`config.mk`:
```
export PLATFORM = sky130hd
export DESIGN_NAME = sprite_motion
export DESIGN_NICKNAME = d
export VERILOG_FILES = /design/src/rtl/sprite_motion.sv
export SDC_FILE = /design/constraint.sdc
export NUM_CORES = 1
export LEC_CHECK = 0
export ABC_CLOCK_PERIOD_IN_PS = 15040
export BUFFER_PORTS_ARGS = -buffer_cell sky130_fd_sc_hd__buf_4
export CAP_MARGIN = 20
export CORE_UTILIZATION = 30
export CTS_CLUSTER_DIAMETER = 100
export DETAILED_ROUTE_END_ITERATION = 12
export PLACE_DENSITY = 0.5
export SYNTH_ARGS = -nofsm -noshare
export SYNTH_HDL_FRONTEND = slang
export SYNTH_SLANG_ARGS = --single-unit
```
`constraint.sdc`:
```
create_clock -name clock_162 -period 15.04 [get_ports clock_162]
set_input_delay 3.008 -clock clock_162 [delete_from_list [all_inputs] [get_ports clock_162]]
set_output_delay 3.008 -clock clock_162 [all_outputs]
set_load 0.05 [all_outputs]
```
`src/rtl/sprite_motion.sv`:
```
// Per-frame sprite physics: move, gravity, edge reflection for four sprites.
// Positions are committed to the outputs together once per frame.
module sprite_motion #(
  parameter int GRAV = 1,
  parameter int VMAX = 63
) (
  input  logic              clock_162,
  input  logic              rst_l,
  input  logic              frame_tick,
  input  logic              run,
  input  logic              load_valid,
  output logic              load_ready,
  input  logic [1:0]        load_idx,
  input  logic [10:0]       load_row,
  input  logic [11:0]       load_col,
  input  logic signed [7:0] load_vrow,
  input  logic signed [7:0] load_vcol,
  output logic [3:0][10:0]  sprite_row,
  output logic [3:0][11:0]  sprite_col,
  output logic              busy,
  output logic              overrun,
  output logic [15:0]       frame_count
);

  typedef enum logic [1:0] {
    S_IDLE,
    S_ROW,
    S_COL,
    S_COMMIT
  } state_t;

  localparam logic signed [8:0]  VMX = 9'(VMAX);
  localparam logic signed [8:0]  GV  = 9'(GRAV);
  localparam logic signed [12:0] LO  = 13'sd63;
  localparam logic signed [12:0] RHI = 13'sd1136;
  localparam logic signed [12:0] CHI = 13'sd1536;

  state_t                state;
  logic [1:0]            idx;
  logic [3:0][10:0]      row;
  logic [3:0][11:0]      col;
  logic signed [7:0]     vrow [4];
  logic signed [7:0]     vcol [4];

  logic signed [12:0]    raw_r, raw_c, nxt_r, nxt_c;
  logic signed [7:0]     v_r, v_c;
  logic signed [8:0]     vg;
  logic [10:0]           ld_row;
  logic [11:0]           ld_col;

  function automatic logic signed [7:0] clamp_v(input logic signed [8:0] v);
    if (v > VMX)
      return VMX[7:0];
    else if (v < -VMX)
      return 8'(-VMX);
    else
      return v[7:0];
  endfunction

  assign busy       = (state != S_IDLE);
  assign load_ready = ~busy;

  always_comb begin
    raw_r = $signed({2'b00, row[idx]}) + 13'(vrow[idx]);
    nxt_r = raw_r;
    v_r   = vrow[idx];
    if (raw_r < LO) begin
      nxt_r = 13'sd126 - raw_r;
      v_r   = -vrow[idx];
    end else if (raw_r > RHI) begin
      nxt_r = 13'sd2272 - raw_r;
      v_r   = -vrow[idx];
    end
    vg = 9'(v_r) + GV;

    raw_c = $signed({1'b0, col[idx]}) + 13'(vcol[idx]);
    nxt_c = raw_c;
    v_c   = vcol[idx];
    if (raw_c < LO) begin
      nxt_c = 13'sd126 - raw_c;
      v_c   = -vcol[idx];
    end else if (raw_c > CHI) begin
      nxt_c = 13'sd3072 - raw_c;
      v_c   = -vcol[idx];
    end

    ld_row = load_row;
    if (load_row < 11'd63)
      ld_row = 11'd63;
    else if (load_row > 11'd1136)
      ld_row = 11'd1136;

    ld_col = load_col;
    if (load_col < 12'd63)
      ld_col = 12'd63;
    else if (load_col > 12'd1536)
      ld_col = 12'd1536;
  end

  always_ff @(posedge clock_162 or negedge rst_l) begin
    if (!rst_l) begin
      state       <= S_IDLE;
      idx         <= 2'd0;
      overrun     <= 1'b0;
      frame_count <= 16'd0;
      for (int i = 0; i < 4; i++) begin
        row[i]        <= 11'd600;
        col[i]        <= 12'(200 + 400 * i);
        vrow[i]       <= 8'sd0;
        vcol[i]       <= 8'sd0;
        sprite_row[i] <= 11'd600;
        sprite_col[i] <= 12'(200 + 400 * i);
      end
    end else begin
      if (frame_tick && busy)
        overrun <= 1'b1;
      unique case (state)
        S_IDLE: begin
          if (load_valid) begin
            row[load_idx]  <= ld_row;
            col[load_idx]  <= ld_col;
            vrow[load_idx] <= clamp_v(9'(load_vrow));
            vcol[load_idx] <= clamp_v(9'(load_vcol));
          end
          if (frame_tick) begin
            idx   <= 2'd0;
            state <= run ? S_ROW : S_COMMIT;
          end
        end
        S_ROW: begin
          row[idx]  <= nxt_r[10:0];
          vrow[idx] <= clamp_v(vg);
          state     <= S_COL;
        end
        S_COL: begin
          col[idx]  <= nxt_c[11:0];
          vcol[idx] <= v_c;
          idx       <= idx + 2'd1;
          state     <= (idx == 2'd3) ? S_COMMIT : S_ROW;
        end
        S_COMMIT: begin
          sprite_row  <= row;
          sprite_col  <= col;
          frame_count <= frame_count + 16'd1;
          state       <= S_IDLE;
        end
        default: state <= S_IDLE;
      endcase
    end
  end

endmodule

```
-- After elaboration in Yosys (flattened, before gate mapping)
Cells that the tools add are included.
- add/subtract/negate cells: 11
- order comparisons: 22
- equality and inequality tests: 6
- mux-type cells: 67
- bitwise gates (word level): 3
- reductions and logical operators: 12
- operator list (operator ; number):
    8-bit two-way mux ; 21
    32-bit bitwise mux ; 4
    32-bit one-hot mux with 2 select lines ; 2
    48-bit bitwise mux ; 2
    48-bit one-hot mux with 2 select lines ; 1
    44-bit bitwise mux ; 2
    44-bit one-hot mux with 2 select lines ; 1
    12-bit two-way mux ; 7
    11-bit two-way mux ; 7
    32-bit two-way mux ; 2
    12-bit demux with 2-bit select ; 2
    48-bit two-way mux ; 1
    11-bit demux with 2-bit select ; 2
    44-bit two-way mux ; 1
    8-bit binary-select mux with 2-bit select ; 2
    8-bit demux with 2-bit select ; 2
    13-bit by 12-bit > comparator with 1-bit output, second input constant ; 2
    13-bit by 7-bit < comparator with 1-bit output, second input constant ; 2
    12-bit binary-select mux with 2-bit select ; 1
    11-bit binary-select mux with 2-bit select ; 1
    16-bit by 1-bit adder with 16-bit output, second input constant ; 1
    8-bit by 7-bit > comparator with 1-bit output, second input constant ; 2
    8-bit by 7-bit < comparator with 1-bit output, second input constant ; 2
    8-bit negation ; 2
    other kinds (30) ; 49
- register bits after elaboration: 269
- input port bits: 46
- output and inout bits: 111
- word-level logic and storage cells: 149

-- Depth between registers and ports, before layout
- word-level depth: 15
- gate-level depth with buffers: 26
- depth with buffers taken out: 21

-- Worst setup path before layout
Ideal clock, no wire load.
- path type: reg-to-reg
- from: register idx[0]
- to: register vrow[9] in the netlist's numbering
- setup time: 0.116 ns
- data arrival time: 6.505 ns
- required time: 14.924 ns
- path slack: 8.419 ns
- stages on the path, launching flop included: 26
- path buffers: 5
- period minus slack after synthesis: 6.621 ns
- cell sequence: dfrtp_1 buf_6 buf_2 clkbuf_1 buf_1 mux4_2 ha_1 inv_1 fa_1 nand2b_1 a21o_1 a21o_1 or4_4 a32oi_4 a31o_2 buf_6 nand2_1 o21ai_0 ha_1 nor3_1 nand3_1 mux2i_1 or3b_2 o21ai_1 o21ai_1 o311ai_0
- word-level cells in the longest chain between the ends: 15
- elaborated cells on any way between the ends: 25
- those cells by class: add/sub (3); order compare (6); mux (14); bitwise (1); reduce/logical (1)
- ends and longest elaborated chain (what ; line ; text):
    start, declared ; 39 ; logic [1:0] idx;
    start signal, assigned ; 138 ; idx <= idx + 2'd1;
    2-bit NOT with 3-bit output (not written as such) ; -- ;
    8-bit binary-select mux with 2-bit select ; -- ;
    8-bit two-way mux (not written as such) (2 in series) ; -- ;
    12-bit by 8-bit adder with 13-bit output ; 64 ; raw_r = $signed({2'b00, row[idx]}) + 13'(vrow[idx]);
    13-bit by 12-bit > comparator with 1-bit output ; 70 ; end else if (raw_r > RHI) begin
    8-bit two-way mux ; 70 ;
    8-bit two-way mux ; 67 ; if (raw_r < LO) begin
    8-bit by 2-bit adder with 9-bit output ; 74 ; vg = 9'(v_r) + GV;
    9-bit by 7-bit < comparator with 1-bit output ; 54 ; else if (v < -VMX)
    8-bit two-way mux ; 54 ;
    8-bit two-way mux ; 52 ; if (v > VMX)
    8-bit two-way mux ; 117 ; unique case (state)
    32-bit bitwise mux (*) ; 132 ; vrow[idx] <= clamp_v(vg);
    32-bit one-hot mux with 2 select lines (*) ; 117 ;
    end signal, assigned by index ; 122 ; vrow[load_idx] <= clamp_v(9'(load_vrow));
    end signal, assigned by index ; 132 ;
    end, declared ; 42 ; logic signed [7:0] vrow [4];
Every way passes the cells marked *; elsewhere a longest branch is shown, timed or not. The select of a mux whose other input is x is not followed.
A chain may end at the register's enable or synchronous reset.

-- Final worst setup path
Ends and elaborated chain as after synthesis.

==> results by group <==
Outcome
  – Outcome: finished, final reports clean

Floorplanning
  – Die ar.: 52000 um2
  – Die Wd: 228 um
  – Row cnt: 82
  – Core area: 50300 um2
  – Ports: 157
  – Die Y: 228 um
  – Initial Utilization: 0.305

STA
  – RSZ-0062 raised after global routing: no
  – Min Clock Period, post-route: 7.19 ns
  – Slew Viols, Final: 0
  – Final WS setup: 7.85 ns
  – Clock skew: 0.0176 ns
  – Final hold vios: 0
  – Slew headroom: 0.263
  – Total Neg Setup Slack: 0 ns
  – Fin crit share: 0.478
  – # setup viols final: 0
  – Fmax: 139 MHz
  – Slew @ Worst Pin: 1.10 ns

Layout
  – FF+latch area: 6820 um2
  – # fillers: 5090
  – Number of nets in the layout: 1807
  – Most common cell after layout, fill and taps aside: nand2_1
  – Syn-to-layout area delta: 18.4%
  – Multi-input gate area: 8020 um2
  – Most frequent cells in the layout: 400 x nand2_1, 197 x dfrtp_1, 167 x buf_4
  – Layout Cells excl Fill: 2418
  – Post-layout instance area: 18100 um2
  – Share of cells above drive strength 1: 0.219

Drt
  – Routed wire length: 51.8 mm
  – Drt first pass iters: 7
  – WL/cell: 21.4 um
  – DR DRC count: 0
  – Via count: 13300
  – Initial DRC Count: 1162
  – Vias per inst: 5.50
  – Antenna viol nets, final: 0

Clock network
  – CTS H-Tree Depth: 1
  – Post-CTS Setup Inserts: 0
  – CTS Buf Count: 31
  – Clk slew on worst S/H paths: 0.06 ns
  – CTS tree: yes
  – Hold-fix buffers, CTS: 0
  – Clk sinks: 269
  – Clk Latency, worst-skew pair: 0.60 ns
  – Post-CTS sizing: 0
  – Root buf cell: clkbuf_16
  – Clk buf depth: 3

Global route
  – Vias in the first global route: 13153
  – Global route overflow: 0
  – Initial antenna violation count: 0
  – Gr usage total: 0.197
  – Largest net degree at the start of global routing: 126
  – First-pass GRT wire length: 80.5 mm

Place
  – GP Congestion: 0.830
  – IO buf count: 156
  – Placed cell area: 17100 um2
  – DP Worst Slack: 7.91 ns
  – DPL Wire Length: 36.5 mm
  – Placed Cells: 2356

Synthesis
  – Main combinational cell family by area after synthesis: simple AND/OR/NAND/NOR gates
  – Synth Area in XOR/XNOR: 0.0414
  – Mapped Area: 15300 um2
  – Synth Area in Simple Gates: 0.189
  – Yosys cell types: 87
  – Compound-Gate Fraction of Synth Area: 0.189
  – Post-Synthesis Cells: 1610
  – Warnings, synthesis: 0
  – Async set or reset register ratio after synthesis: 1.00
  – Sequential area share after synthesis: 0.445
  – Ys flop type: dfrtp_1
  – Yosys reg bits: 269
  – Number of synthesized flops with an enable pin: 0
  – Mapped Avg Cell Area: 9.51 um2
  – Syn Nets: 1697
  – Post-synthesis mux area share: 0.0673
  – Synth Area in Adders: 0.0345

Critical path
  – Worst R2R Start: idx[0]$_DFFE_PN0P_
  – Crit-path max FO: 36
  – Arr. time, crit path: 7.65 ns
  – CP Launch Point: idx[0]$_DFFE_PN0P_
  – CP Class: register to register
  – Critical Path Sink Type: register
  – Critical path data required time: 15.50 ns
  – Crit start category: register
  – Reg2Reg Depth: 21

Hold path
  – Hold_sp: sprite_col[41]$_DFFE_PN1N_
  – Hold depth: 2
  – Hold WC Path Type: register to register

Job
  – Max-cap viol count: 0
==> critical path, cell delays in order (launching register included) <==
cell and delay (ns):
dfrtp_2 0.48, buf_4 0.67, mux4_2 0.37, ha_1 0.16
inv_1 0.06, fa_1 0.42, nand2b_1 0.21, a21oi_1 0.16
xor2_1 0.41, nand4_1 0.25, o2111a_1 0.34, a211oi_2 0.77
nand2_1 0.35, o21ai_0 0.32, ha_1 0.37, nor3_1 0.25
o21ai_0 0.14, mux2i_1 0.19, or3b_2 0.46, o21ai_1 0.32
o21ai_1 0.19, o311ai_0 0.15
==> synth_stat cells (36+ instances only) <==
library cell	count	share of area
a21oi_1	61	0.020
a22oi_1	39	0.019
clkbuf_1	78	0.019
dfrtp_1	199	0.33
dfstp_2	70	0.12
ha_1	39	0.032
mux4_2	36	0.053
nand2_1	402	0.099
nor2_1	95	0.023
o21ai_0	61	0.020
o221ai_1	66	0.038
xnor2_1	45	0.026
==> path summary, 6_finish.rpt <==
path	slack, ns	end
worst max register to register	7.85	vrow[9]$_DFFE_PN0P_
worst min register to register	0.46	sprite_col[41]$_DFFE_PN1N_
worst min-delay path	0.46	sprite_col[41]$_DFFE_PN1N_
worst max-delay path	7.85	vrow[9]$_DFFE_PN0P_
min in group asynchronous	2.53	col[0]$_DFFE_PN0P_
max in group asynchronous	10.85	idx[1]$_DFFE_PN0P_
==> kinds of logic after synthesis <==
group	count (synthesis)
buf+inv	127
xor+xnor	69
fa+ha+maj	41
mux	54
flops	269
simple gates	661
compound gates	389
==> sequential cells by signal (all words and copies together), names as in the netlist <==
register,flops
sprite_row,44
idx,2
frame_count,16
overrun,1
col,48
state,2
row,44
sprite_col,48
vrow,32
vcol,32
==> final cells by class <==
type,count,share of cell area
clock inverters,11,0.00690
diodes,1,0.000138
well taps,672,0.0464
repair buffers,172,0.0736
flip-flops and latches,269,0.376
inverters,32,0.00663
multi-input cells,1214,0.442
clock buffers,47,0.0478
==> metrics by stage <==
stage                     hold WS [ns]  utilization
after floorplan                  0.440            -
after global placement           0.449        0.340
after detailed placement         0.452        0.340
after CTS                        0.460        0.360
final                            0.456        0.361
after global routing             0.471        0.361
==> metal layers <==
metal	wire length (um)	up-vias	global-route usage
met4	881	0	0.0464
met2	23900	443	0.316
met5	0	-	0
li1	-	6102	-
met3	3160	63	0.0313
met1	23800	6692	0.276
Power is not shown: default switching activity piles up to over one toggle a cycle in this logic, so the estimate is an artifact.
